--- config.mk ---
export PLATFORM = sky130hd
export DESIGN_NAME = sa_sync_filt_nd_flat
export DESIGN_NICKNAME = d
export VERILOG_FILES = /design/src/rtl/sa_sync_filt_nd_if.sv /design/src/rtl/sa_sync_filt_nd.sv /design/src/flat_wrapper.sv
export SDC_FILE = /design/constraint.sdc
export NUM_CORES = 1
export LEC_CHECK = 0
export ABC_AREA = 1
export ABC_CLOCK_PERIOD_IN_PS = 900
export BUFFER_PORTS_ARGS = -buffer_cell sky130_fd_sc_hd__clkbuf_2
export CORE_AREA = 5 5 42 44
export DETAILED_ROUTE_END_ITERATION = 12
export DIE_AREA = 0 0 47 49
export SLEW_MARGIN = 20
export SYNTH_ARGS = -nofsm -noshare
export SYNTH_HDL_FRONTEND = slang
export SYNTH_SLANG_ARGS = --single-unit
--- constraint.sdc ---
create_clock -name clk -period 0.9 [get_ports clk]
set_input_delay 0.09 -clock clk [delete_from_list [all_inputs] [get_ports clk]]
set_output_delay 0.09 -clock clk [all_outputs]
set_load 0.01 [all_outputs]
--- src/rtl/sa_sync_filt_nd_if.sv ---
// Bus bundle for sa_sync_filt_nd: raw inputs, filtered level, edge pulses and sticky flags.
interface sa_sync_filt_nd_if #(
  parameter int unsigned WIDTH = 1
);
  logic [WIDTH-1:0] d;
  logic [WIDTH-1:0] q;
  logic [WIDTH-1:0] q_rise;
  logic [WIDTH-1:0] q_fall;
  logic [WIDTH-1:0] s_raw;
  logic [WIDTH-1:0] chg_clr;
  logic [WIDTH-1:0] chg;

  modport master (
    output d, chg_clr,
    input  q, q_rise, q_fall, s_raw, chg
  );

  modport slave (
    input  d, chg_clr,
    output q, q_rise, q_fall, s_raw, chg
  );
endinterface

--- src/rtl/sa_sync_filt_nd.sv ---
// Per-bit N-stage synchroniser, consecutive-cycle glitch filter and registered edge detect.
// Optional sticky change flags are built when SA_SYNC_FILT_STICKY_EN is defined.
module sa_sync_filt_nd #(
  parameter int unsigned WIDTH     = 1,
  parameter int unsigned STAGES    = 3,
  parameter int unsigned FILT_CNT  = 4,
  parameter logic        RESET_VAL = 1'b1
) (
  input  logic             clk,
  input  logic             rst,
  sa_sync_filt_nd_if.slave bus
);

  localparam int unsigned CNT_W = (FILT_CNT > 1) ? $clog2(FILT_CNT) : 1;
  localparam logic [CNT_W-1:0] CNT_MAX = CNT_W'(FILT_CNT - 1);
  localparam logic [WIDTH-1:0] RST_VEC = {WIDTH{RESET_VAL}};

  if (STAGES < 2 || STAGES > 8) begin : g_bad_stages
    $error("sa_sync_filt_nd: STAGES must be in 2..8");
  end
  if (FILT_CNT < 1 || FILT_CNT > 255) begin : g_bad_filt
    $error("sa_sync_filt_nd: FILT_CNT must be in 1..255");
  end

  logic [STAGES-1:0][WIDTH-1:0] sync_q;
  logic [WIDTH-1:0]             s_raw;
  logic [WIDTH-1:0]             q_q, q_d;
  logic [WIDTH-1:0]             rise_q, rise_d;
  logic [WIDTH-1:0]             fall_q, fall_d;
  logic [CNT_W-1:0]             cnt_q [WIDTH];
  logic [CNT_W-1:0]             cnt_d [WIDTH];

  assign s_raw = sync_q[STAGES-1];

  // Synchroniser shift chain; stage 0 captures the asynchronous input.
  always_ff @(posedge clk or posedge rst) begin
    if (rst) begin
      sync_q <= {STAGES{RST_VEC}};
    end else begin
      sync_q <= {sync_q[STAGES-2:0], bus.d};
    end
  end

  // q only follows s_raw after FILT_CNT consecutive mismatching samples.
  always_comb begin
    q_d = q_q;
    for (int unsigned i = 0; i < WIDTH; i++) begin
      cnt_d[i] = cnt_q[i];
      if (s_raw[i] == q_q[i]) begin
        cnt_d[i] = '0;
      end else if (cnt_q[i] >= CNT_MAX) begin
        q_d[i]   = s_raw[i];
        cnt_d[i] = '0;
      end else begin
        cnt_d[i] = cnt_q[i] + CNT_W'(1);
      end
    end
    rise_d = q_d & ~q_q;
    fall_d = q_q & ~q_d;
  end

  always_ff @(posedge clk or posedge rst) begin
    if (rst) begin
      q_q    <= RST_VEC;
      rise_q <= '0;
      fall_q <= '0;
      for (int unsigned i = 0; i < WIDTH; i++) begin
        cnt_q[i] <= '0;
      end
    end else begin
      q_q    <= q_d;
      rise_q <= rise_d;
      fall_q <= fall_d;
      for (int unsigned i = 0; i < WIDTH; i++) begin
        cnt_q[i] <= cnt_d[i];
      end
    end
  end

  assign bus.q      = q_q;
  assign bus.q_rise = rise_q;
  assign bus.q_fall = fall_q;
  assign bus.s_raw  = s_raw;

`ifdef SA_SYNC_FILT_STICKY_EN
  logic [WIDTH-1:0] chg_q, chg_d;

  // A new edge pulse outranks a clear in the same cycle.
  assign chg_d = (chg_q & ~bus.chg_clr) | rise_q | fall_q;

  always_ff @(posedge clk or posedge rst) begin
    if (rst) begin
      chg_q <= '0;
    end else begin
      chg_q <= chg_d;
    end
  end

  assign bus.chg = chg_q;
`else
  logic unused_chg_clr;

  assign unused_chg_clr = ^bus.chg_clr;
  assign bus.chg        = '0;
`endif

endmodule

--- src/flat_wrapper.sv ---
// flat-port wrapper written by rule: the top's interface ports become plain ports
module sa_sync_filt_nd_flat 
#(
  parameter int unsigned WIDTH     = 1,
  parameter int unsigned STAGES    = 3,
  parameter int unsigned FILT_CNT  = 4,
  parameter logic        RESET_VAL = 1'b1
)
  (clk, rst, bus_d, bus_chg_clr, bus_q, bus_q_rise, bus_q_fall, bus_s_raw, bus_chg);
  sa_sync_filt_nd_if #(.WIDTH(WIDTH)) bus_i ();
  input  logic clk;
  input  logic rst;
  input wire logic [$bits(bus_i.d)-1:0] bus_d;
  input wire logic [$bits(bus_i.chg_clr)-1:0] bus_chg_clr;
  output wire logic [$bits(bus_i.q)-1:0] bus_q;
  output wire logic [$bits(bus_i.q_rise)-1:0] bus_q_rise;
  output wire logic [$bits(bus_i.q_fall)-1:0] bus_q_fall;
  output wire logic [$bits(bus_i.s_raw)-1:0] bus_s_raw;
  output wire logic [$bits(bus_i.chg)-1:0] bus_chg;
  assign bus_i.d = bus_d;
  assign bus_i.chg_clr = bus_chg_clr;
  assign bus_q = bus_i.q;
  assign bus_q_rise = bus_i.q_rise;
  assign bus_q_fall = bus_i.q_fall;
  assign bus_s_raw = bus_i.s_raw;
  assign bus_chg = bus_i.chg;
  sa_sync_filt_nd #(.WIDTH(WIDTH), .STAGES(STAGES), .FILT_CNT(FILT_CNT), .RESET_VAL(RESET_VAL)) u_core (.clk(clk), .rst(rst), .bus(bus_i));
endmodule
After elaboration in Yosys (flattened, before gate mapping)
Index checks and enable logic that the tools add are counted.
Storage, ports and cells
  input port bits: 4
  logic and storage cells: 18
  output and inout bits: 5
  flip-flop bits (word level): 8
Cells by class
  add/sub/neg operators: 1
  bitwise gates (word level): 4
  magnitude comparators: 1
  equal/unequal tests: 1
  multiplexer cells: 4
Operators by type and width (number)
  $mux W2: 2
  $add A2 B1 Y2 const B: 1
  $and A1 B1 Y1: 2
  $ge A2 B2 Y1 const B: 1
  $mux W1: 2
  $not A1 Y1: 2
  $eq A1 B1 Y1: 1

Logic depth before layout (Yosys ltp)
  depth after elaboration: 5
  depth in mapped cells: 4
  depth with buffers taken out: 4

Worst setup path before layout
No wires, ideal clock.
  path type: register to register
  start: reg u_core.q_q (netlist: u_core.bus.q)
  end: reg u_core.cnt_q[0] (netlist bit)
  path slack: 0.041 ns
  library setup time: 0.123 ns
  required time: 0.777 ns
  stages on the path, launching flop included: 4
  path buffers: 0
  clock period less this slack: 0.859 ns
  arrival time: 0.737 ns
  path through: dfstp_2 > inv_1 > nand2_1 > a21oi_1
RTL lines
  start: declaration: RTL line sa_sync_filt_nd.sv:27  | logic [WIDTH-1:0] q_q, q_d;
  start signal: assignment: RTL line sa_sync_filt_nd.sv:71  | q_q <= q_d;
  end signal: indexed assignment: RTL line sa_sync_filt_nd.sv:75  | cnt_q[i] <= cnt_d[i];
  end: declaration: RTL line sa_sync_filt_nd.sv:30  | logic [CNT_W-1:0] cnt_q [WIDTH];

==> out/qor.yml <==
run_status:
  status: "complete, but fails checks"
  violations: "negative setup slack"
synthesis:
  syn_area_per_cell_um2: 11.2
  synthTopCellsByCount: "6 x inv_1, 4 x dfrtp_1, 4 x dfstp_2"
  async_reset_ff_frac: 1.00
  ys_seq_area_frac: 0.704
  synthFlopType: "dfstp_2"
  synth_nets: 31
  synth.top_cells.by_area: "dfstp_2 36%, dfrtp_1 34%, inv_1 7.7%"
  yosys.cell_types.count: 11
  synth_most_common_cell: "inv_1"
  syn-instance-count: 26
  netlist_area_um2: 292
  synth_top_area_share: 0.361
  yosys.area.top_type: "dfstp_2"
  synth_edf_count: 0
  synth_warnings: 0
  synth-seq-cells: 8
timing:
  rsz0062_at_grt: "yes"
  hold_viol: 0
  setup_viol: 5
  fin_crit_ns: 0.987
  finalClockSkew_ns: 0.00509
  hold_ws_ns: 0.302
  slew_viol_final: 0
  fin_ws_ns: -0.0872
  fmax_ghz: 1.01
  post-route-period-util: 1.10
worst_setup_path:
  critPathCaptureType: "flop"
  critPathMaxFanout: 3
  path_class: "reg2reg"
  required_ns: 1.03
  cp_data_arrival_time_ns: 1.11
  cpLargestDelayFamily: "flip-flops"
  critPathLaunchType: "flop"
  cp.buffers_inverters: 2
  slowest_delay_ns: 0.55
  cpMaxStageDelayCell: "dfstp_2"
  cp_cell_sequence: "buf_4 > inv_1 > nand2_2 > a21oi_1"
floorplanning:
  die_w_um: 47
  dieArea_um2: 2300
  core_um2: 1400
  io_pins: 9
  start_util: 0.208
  row_count: 14
  dieHeight_um: 49
clock_network:
  htree_levels: 1
  cts.sinks: 8
  cts_buffers: 3
  clk_pin_slew_ns: 0.05
  cts_tree: "yes"
  root_buffer: "clkbuf_4"
  ctsLongestPathBuffers: 2
  insertion_delay_ns: 0.25
run:
  max-cap-violations: 0
global_route:
  grt_pass1_vias: 157
  grt-ovfl-total: 0
  grt_pass1_wl_um: 641
  grt_max_degree: 9
  grt_usage: 0.0447
  antenna_found_initial: 0
power_and_ir_drop:
  powerDensity_nw_per_um2: 2530
  irDropWorstVdd_mv: 1.01
  fin_total_pwr_mw: 1.03
  p_leak_nw: 0.208
drt:
  drc_errors: 0
  wl_per_cell_um: 8.22
  drt_pass1_iterations: 2
  vias_per_cell: 3.72
  num_vias: 201
  wl_um: 444
  antenna_left: 0
  drt_iter0_markers: 1
final_layout:
  drive_gt1_frac: 0.500
  stdcell_area_um2: 407
  diodes: 0
  area_growth_pct: 39.5
  nNetsFinal: 45
placed_design:
  place_ws_ns: -0.0339
  hpwl_um: 321
  io_buffers: 6
  placed_area_um2: 334
  place.gp.congestion: 0.690
min_path:
  min_path_type: "in2async"
routing by layer:
layer	routed length [µm]	up-vias	GRT usage
met4	0	0	0.0138
li1	-	99	-
met2	201	10	0.0520
met3	69	0	0.0664
met1	174	92	0.0427
met5	0	-	0
power by group:
part | total, mW | switching [mW] | internal (mW)
clock | 0.260 | 0.108 | 0.152
sequential | 0.484 | 0.0295 | 0.454
combinational | 0.287 | 0.159 | 0.128
total | 1.03 | 0.297 | 0.734
worst reg2reg max path, stage by stage (launching register included):
cell	delay, ns
dfstp_2	0.55
buf_4	0.13
inv_1	0.04
nand2_2	0.07
a21oi_1	0.08
final timing paths:
path | start | slack [ns] | end | depth (start not counted)
setup / recovery | u_core.bus.s_raw$_DFF_PP1_ | -0.09 | u_core.cnt_q[0]$_DFF_PP0_ | 4
hold / removal | rst | 0.30 | u_core.bus.q_fall$_DFF_PP0_ | 3
setup reg to reg | u_core.bus.s_raw$_DFF_PP1_ | -0.09 | u_core.cnt_q[0]$_DFF_PP0_ | 4
hold reg to reg | u_core.sync_q[1]$_DFF_PP1_ | 0.35 | u_core.bus.s_raw$_DFF_PP1_ | 0
max in group asynchronous | rst | 0.31 | u_core.sync_q[0]$_DFF_PP1_ | 3
min in group clk | u_core.sync_q[1]$_DFF_PP1_ | 0.35 | u_core.bus.s_raw$_DFF_PP1_ | 0
per-stage QoR:
| stage | TNS (ns) | cells | utilization |
|---|---|---|---|
| after floorplan | 0 | 26 | - |
| after global placement | -0.0107 | 47 | 0.238 |
| after detailed placement | -0.0339 | 47 | 0.238 |
| after CTS | -0.305 | 54 | 0.279 |
| after global routing | -0.591 | 54 | 0.290 |
| final | -0.352 | 54 | 0.290 |
cells in the final DEF, fill, tap and decap left out, drive strengths merged:
cell type    instances
inv                  6
ha                   1
a21oi                2
dlygate4sd3          2
dfrtp                4
dfstp                4
buf                  4
clkbuf               7
nor2                 2
o21ai                1
nand2                4
conb                 1
kinds of logic after synthesis:
family | after synthesis | share of synthesized area
AO/OA/AOI/OAI | 3 | 0.0515
adder cells (fa/ha/maj) | 1 | 0.0429
buffers and inverters | 7 | 0.103
flip-flops | 8 | 0.704
other | 1 | 0.0129
AND/OR/NAND/NOR | 6 | 0.0859
final cells by class:
class	instances	area, µm²
multi-input cells	11	65.1
repair buffers	10	71.3
inverters	6	22.5
well taps	16	20.0
flip-flops and latches	8	205
clock buffers	3	22.5
fillers	157	995
sequential cells by signal, indices dropped and copies added, names as in the netlist:
register           cells
u_core.bus.s_raw       1
u_core.sync_q          2
u_core.bus.q_fall      1
u_core.cnt_q           2
u_core.bus.q_rise      1
u_core.bus.q           1
what timing repair did:
action | 4_1_cts | 5_1_grt
setup endpoints to repair | 3 | 6
hold buffers | 2 | 0
setup buffers | 2 | 0
endpoints found under the hold margin | 5 | 0
gates resized for setup | 0 | 7
pin swaps | 0 | 1
Note: power is estimated with default switching activity, not from simulation.
